File: src/rtl/imem_boot_loader.sv
// Streams program bytes into instruction memory, then runs the CPU until it stops or times out.
// Optional LOADER_CHECKSUM_EN: accumulate an 8-bit sum of loaded bytes on checksum.
module imem_boot_loader #(
  parameter int       IMEM_DEPTH = 1024,
  parameter int       LEN_W      = 11,
  parameter int       RUN_CYCLES = 200,
  parameter bit [3:0] STAT_AOK   = 4'h1
) (
  input  logic             sys_clk,
  input  logic             rst_n,
  input  logic             start,
  input  logic             abort,
  input  logic [LEN_W-1:0] load_len,
  input  logic             s_valid,
  input  logic [7:0]       s_data,
  output logic             s_ready,
  output logic             imem_wr_en,
  output logic [63:0]      imem_wr_addr,
  output logic [7:0]       imem_wr_data,
  output logic             cpu_valid,
  input  logic [3:0]       cpu_status,
  output logic             done,
  output logic             timeout,
  output logic [3:0]       final_status,
  output logic             len_err,
  output logic [7:0]       checksum
);

  localparam int RC_W = $clog2(RUN_CYCLES + 1);

  typedef enum logic [2:0] {
    IDLE, LOAD, SETTLE, RUN, DONE
  } state_e;

  state_e           state_q, state_d;
  logic [LEN_W-1:0] len_q, len_d;
  logic [LEN_W-1:0] bcnt_q, bcnt_d;
  logic [LEN_W-1:0] addr_q, addr_d;
  logic [RC_W-1:0]  rcnt_q, rcnt_d;
  logic [7:0]       data_q, data_d;
  logic [3:0]       final_q, final_d;
  logic             wr_en_q, wr_en_d;
  logic             cpu_valid_q, cpu_valid_d;
  logic             done_q, done_d;
  logic             timeout_q, timeout_d;
  logic             len_err_q, len_err_d;

  logic len_ok, accept, beat, last_beat;
  logic stat_exit, run_last;

  assign len_ok    = (load_len != '0) &&
                     (load_len <= LEN_W'(IMEM_DEPTH));
  assign accept    = !abort && (state_q == IDLE) &&
                     start && len_ok;
  assign beat      = !abort && s_valid && s_ready;
  assign last_beat = (bcnt_q + LEN_W'(1)) == len_q;
  assign stat_exit = cpu_status != STAT_AOK;
  assign run_last  = rcnt_q == RC_W'(RUN_CYCLES - 1);

  always_ff @(posedge sys_clk or negedge rst_n) begin
    if (!rst_n) state_q <= IDLE;
    else        state_q <= state_d;
  end

  always_comb begin
    state_d = state_q;
    if (abort) begin
      state_d = IDLE;
    end else begin
      unique case (state_q)
        IDLE:    if (accept) state_d = LOAD;
        LOAD:    if (beat && last_beat) state_d = SETTLE;
        SETTLE:  state_d = RUN;
        RUN:     if (stat_exit || run_last) state_d = DONE;
        DONE:    state_d = IDLE;
        default: state_d = IDLE;
      endcase
    end
  end

  // Strobes default low; datapath and results hold unless a state updates them.
  always_comb begin
    len_d       = len_q;
    bcnt_d      = bcnt_q;
    addr_d      = addr_q;
    rcnt_d      = rcnt_q;
    data_d      = data_q;
    final_d     = final_q;
    timeout_d   = timeout_q;
    wr_en_d     = 1'b0;
    cpu_valid_d = 1'b0;
    done_d      = 1'b0;
    len_err_d   = 1'b0;
    if (abort) begin
      bcnt_d = '0;
      rcnt_d = '0;
    end else begin
      unique case (state_q)
        IDLE: begin
          if (start && !len_ok) len_err_d = 1'b1;
          if (accept) begin
            len_d     = load_len;
            bcnt_d    = '0;
            timeout_d = 1'b0;
            final_d   = '0;
          end
        end
        LOAD: begin
          if (beat) begin
            wr_en_d = 1'b1;
            addr_d  = bcnt_q;
            data_d  = s_data;
            bcnt_d  = bcnt_q + LEN_W'(1);
          end
        end
        SETTLE: begin
          cpu_valid_d = 1'b1;
          rcnt_d      = '0;
        end
        RUN: begin
          if (stat_exit || run_last) begin
            final_d   = cpu_status;
            timeout_d = !stat_exit;
            done_d    = 1'b1;
            rcnt_d    = '0;
          end else begin
            cpu_valid_d = 1'b1;
            rcnt_d      = rcnt_q + RC_W'(1);
          end
        end
        default: ;
      endcase
    end
  end

  always_ff @(posedge sys_clk or negedge rst_n) begin
    if (!rst_n) begin
      len_q       <= '0;
      bcnt_q      <= '0;
      addr_q      <= '0;
      rcnt_q      <= '0;
      data_q      <= '0;
      final_q     <= '0;
      timeout_q   <= 1'b0;
      wr_en_q     <= 1'b0;
      cpu_valid_q <= 1'b0;
      done_q      <= 1'b0;
      len_err_q   <= 1'b0;
    end else begin
      len_q       <= len_d;
      bcnt_q      <= bcnt_d;
      addr_q      <= addr_d;
      rcnt_q      <= rcnt_d;
      data_q      <= data_d;
      final_q     <= final_d;
      timeout_q   <= timeout_d;
      wr_en_q     <= wr_en_d;
      cpu_valid_q <= cpu_valid_d;
      done_q      <= done_d;
      len_err_q   <= len_err_d;
    end
  end

`ifdef LOADER_CHECKSUM_EN
  logic [7:0] cs_q, cs_d;

  always_comb begin
    cs_d = cs_q;
    if (accept)                     cs_d = '0;
    else if (beat && state_q == LOAD) cs_d = cs_q + s_data;
  end

  always_ff @(posedge sys_clk or negedge rst_n) begin
    if (!rst_n) cs_q <= '0;
    else        cs_q <= cs_d;
  end

  assign checksum = cs_q;
`else
  assign checksum = '0;
`endif

  assign s_ready      = (state_q == LOAD);
  assign imem_wr_en   = wr_en_q;
  assign imem_wr_addr = 64'(addr_q);
  assign imem_wr_data = data_q;
  assign cpu_valid    = cpu_valid_q;
  assign done         = done_q;
  assign timeout      = timeout_q;
  assign final_status = final_q;
  assign len_err      = len_err_q;

endmodule

File: config.mk
export PLATFORM = sky130hd
export DESIGN_NAME = imem_boot_loader
export DESIGN_NICKNAME = d
export VERILOG_FILES = /design/src/rtl/imem_boot_loader.sv
export SDC_FILE = /design/constraint.sdc
export NUM_CORES = 1
export LEC_CHECK = 0
export ABC_AREA = 1
export CORE_MARGIN = 2
export CORE_UTILIZATION = 45
export DETAILED_ROUTE_END_ITERATION = 8
export HOLD_SLACK_MARGIN = 0.12
export PLACE_DENSITY = 0.79
export SETUP_SLACK_MARGIN = 0.02
export SYNTH_ARGS = -nofsm -noshare
export SYNTH_HDL_FRONTEND = slang
export SYNTH_SLANG_ARGS = --single-unit
File: constraint.sdc
create_clock -name sys_clk -period 4.4 [get_ports sys_clk]
set_clock_uncertainty 0.2 [all_clocks]
set_input_delay 1.1 -clock sys_clk [delete_from_list [all_inputs] [get_ports sys_clk]]
set_output_delay 1.1 -clock sys_clk [all_outputs]
set_load 0.005 [all_outputs]
==> parameters.txt <==
Parameter                              Value

Cells and area
  Share of cells above drive strength 1    0.0741
  Count of antenna diodes in the layout    0
  Multi-input gate area in the final layout    1550 sq um
  Fill cell total of the finished layout    746
  Total number of nets in the final design    between 500 and 600
  Sequential cell area    1530 sq um
  P&R area growth vs syn    18.8%

Clock tree
  Worst-path clk slew    about 0.07 ns
  Sinks on the clock net    61
  Maximum number of buffers from clock root to sink    2
  Master cell of the clock root buffer    sky130_fd_sc_hd__clkbuf_8
  Source-to-sink clock delay at the later pin of the worst-skew pair    ~0.35 ns
  CTS Buf Count    9
  CTS tree    done
  Post-CTS setup buffer count    0
  Hold bufs inserted after CTS    0
  Level count of the clock H-tree    3
  Gates resized, CTS repair    0

Logic synthesis
  Proportion of synthesized flip-flops having asynchronous set or reset    1.00
  Share of the synthesized area in the top cell type    0.433
  Post-Synthesis Mean Instance Area    around 7.7 sq um
  Commonest cells post-synth    128 x sky130_fd_sc_hd__nand2_1, 62 x sky130_fd_sc_hd__buf_4, 61 x sky130_fd_sc_hd__dfrtp_1, 47 x sky130_fd_sc_hd__inv_1, 44 x sky130_fd_sc_hd__o21ai_0
  Synth warn    0
  Most instantiated library cell after synthesis    sky130_fd_sc_hd__nand2_1
  Xor/xnor share of the synthesized area    0.00497
  Post-Synth Adder-Cell Area    0.00710
  Fraction of synthesized area in multiplexers    0
  Number of enable-type register cells in the synthesized netlist    0
  Top post-synthesis cells by area    sky130_fd_sc_hd__dfrtp_1 43%, sky130_fd_sc_hd__nand2_1 14%, sky130_fd_sc_hd__buf_4 13%
  Simple-gate portion of the synthesized area    0.277
  Compound-Gate Fraction of Synth Area    0.0859
  Instance count of the mapped netlist    ~460
  Portion of the post-synthesis area used by sequential elements    0.433
  Summed instance area of the synthesized netlist    about 3500 sq um
  Post-synth cell types    28
  Most used flip-flop cell after synthesis    sky130_fd_sc_hd__dfrtp_1
  Largest family of logic cells by synthesized area    simple AND/OR/NAND/NOR gates
  Synthesized flop and latch total    about 60
  Library cell occupying the most area in the post-synthesis netlist    sky130_fd_sc_hd__dfrtp_1

Hold path
  Critical hold path startpoint    imem_wr_data[5]$_DFFE_PN0P_
  Type of the worst min-delay path    reg -> reg
  Worst hold path cell count    2
  Endpoint, Worst Hold    imem_wr_data[5]$_DFFE_PN0P_

Critical path
  Kind of cell adding the most delay to the critical path    buffers and inverters
  Biggest cell delay along the critical path    approximately 0.59 ns
  Critical path endpoint category    flop
  R2R setup slack    ~2.2 ns
  Highest-delay cell along the critical path    sky130_fd_sc_hd__clkdlybuf4s50_1
  Data arrival time of the critical path    3.02 ns
  CP Cell Sequence    clkdlybuf4s50_1 -> inv_1 -> nand2_1 -> nor2_1 -> buf_4 -> inv_1 -> nand2_1 -> nand3_2 -> inv_2 -> o21ai_0
  Critical Setup Path Class    in -> reg
  R2r startpoint    bcnt_q[1]$_DFFE_PN0P_
  Bufs and invs on worst path    5
  Max FO, Critical Path    20
  Type of origin of the critical path    input pin
  Reg2reg end    state_q[0]$_DFFE_PN0P_
  Logic depth of the worst register-to-register path    12
  Critical path data required time    about 4.4 ns

Placement
  I/O Buffers    56
  GP Congestion    between 0.8 and 0.9
  Post-detailed-placement half-perimeter wirelength    ~5700 microns

STA
  Worst hold slack after final layout    ~0.27 ns
  Setup TNS    0 ns
  Fraction of the cycle the final worst path needs    0.681
  Final hold violation count    0
  Max-slew headroom at the worst pin    0.416
  Actual slew at the worst max-slew pin    0.877 ns
  Pins over their slew limit    0
  RSZ-0062 raised after global routing    false
  Highest achievable clock rate    about 0.33 GHz
  Final critical delay including setup and external delays    about 3 ns
  Setup Viol. Count Final    0

Global routing
  Largest net degree at the start of global routing    39
  Via count of the first global-routing pass    roughly 2700
  Tot GR Track Use    0.183
  Grt total ovfl    0
  Number of antenna violations at the first check in global routing    0
  Wire length of the first global-routing pass    about 12000 microns

Power and ir drop
  Power density over the cells    454 nW/um^2
  Maximum ir drop on the vdd rail    ~0.17 mV
  P_leak    approximately 2.0 nW

Floorplan
  Area of the die    roughly 8600 sq um
  Core area    7650 sq um
  I/O pin total    roughly 120
  Die Y    approximately 93 microns
  Initial core utilization    0.461
  Row cnt    32
  Horizontal extent of the die    about 93 microns

Route
  Total detailed-routing wirelength    approximately 7600 microns
  Number of DRC markers in iteration 0    153
  Total vias in the final route    2946
  Initial DRT Pass Iterations    6
  Via-to-Cell Ratio    ~4.7
  Wirelength per Cell    between 10 and 15 microns
  Number of routed nets with antenna violations    0
  DRC violations left    0

Status
  Run status    finished, final reports clean

Run
  Max cap viols    0
==> kinds of logic after synthesis <==
logic type	Yosys count
xor gates and xnor gates	2
DFF	61
and+or+nand+nor	221
buffers and inverters	116
adders and majority gates	2
AOI/OAI and AO/OA	56
other	1
==> cell usage in the layout (no fill, tap or decap), drive strengths merged <==
master,n
inv,48
o21bai,1
o21a,2
nor3b,1
nand2,135
o31ai,1
clkbuf,12
o22ai,1
nor3,2
clkdlybuf4s50,55
nor4,1
a21oi,5
bufinv,2
ha,2
o21ai,44
dfrtp,61
conb,61
xor2,2
clkinv,2
a22o,1
nand3,40
nor2,36
nand4,6
buf,4
a21boi,1
==> metal layers <==
layer	vias up	track usage	part of all wire
met1	1379	0.229	0.43
met2	100	0.304	0.49
li1	1456	-	-
met5	-	0	0
met3	11	0.0374	0.062
met4	0	0.0896	0.017
==> how the worst max path moves through the flow <==
stage	start	end	slack (ns)	depth (start not counted)
floorplan	load_len[5]	bcnt_q[7]$_DFFE_PN0P_	1.99	8
global placement	abort	state_q[0]$_DFFE_PN0P_	1.15	14
detailed placement	abort	state_q[0]$_DFFE_PN0P_	1.07	14
CTS	abort	state_q[0]$_DFFE_PN0P_	1.42	14
global route	abort	bcnt_q[5]$_DFFE_PN0P_	1.24	10
finish	abort	bcnt_q[7]$_DFFE_PN0P_	1.40	10
==> sequential cells by signal, summed over array words and instances (netlist names) <==
register / count
state_q: 3
cpu_valid: 1
bcnt_q: 11
imem_wr_data: 8
len_err: 1
timeout: 1
len_q: 11
done: 1
imem_wr_en: 1
rcnt_q: 8
final_status: 4
addr_q: 11
==> worst register-to-register path, cell delays in order (launching register included) <==
cell and delay [ns]:
sky130_fd_sc_hd__dfrtp_1 0.47, sky130_fd_sc_hd__ha_1 0.25, sky130_fd_sc_hd__nand2_2 0.11, sky130_fd_sc_hd__o21ai_0 0.31
sky130_fd_sc_hd__nand3_1 0.13, sky130_fd_sc_hd__nand2_1 0.09, sky130_fd_sc_hd__nand2_1 0.08, sky130_fd_sc_hd__nor2_1 0.12
sky130_fd_sc_hd__nand3_1 0.09, sky130_fd_sc_hd__nand2_2 0.08, sky130_fd_sc_hd__nand2_1 0.06, sky130_fd_sc_hd__nand2_1 0.05
sky130_fd_sc_hd__nand2_1 0.04
==> area by class of cell <==
cell class,count,share of cell area
Tap cell,102,0.0305
Multi-Input combinational cell,342,0.370
Clock buffer,12,0.0370
Sequential cell,61,0.365
Clock inverter,4,0.0167
Timing Repair Buffer,59,0.138
Inverter,48,0.0430
==> report_power, final <==
part | leakage, nW | internal, W | switching [W] | total (W)
combinational | 1.10 | 0.000258 | 0.000301 | 0.000558
sequential | 0.814 | 0.000689 | 0.0000899 | 0.000779
clock | 0.116 | 0.000348 | 0.000217 | 0.000566
==> through the flow <==
stage,utilization,total power (W),instance area [sq um],worst slack [ns],instances
6_report,0.548,0.00190,4190,1.40,628
5_1_grt,0.548,0.00203,4190,1.24,628
4_1_cts,0.548,0.00192,4190,1.42,628
3_5_place_dp,0.518,0.00134,3960,1.07,612
3_3_place_gp,0.518,0.00133,3960,1.15,612
2_1_floorplan,-,0.00111,3750,1.99,519
No activity file was read; power rests on OpenSTA's default activity.
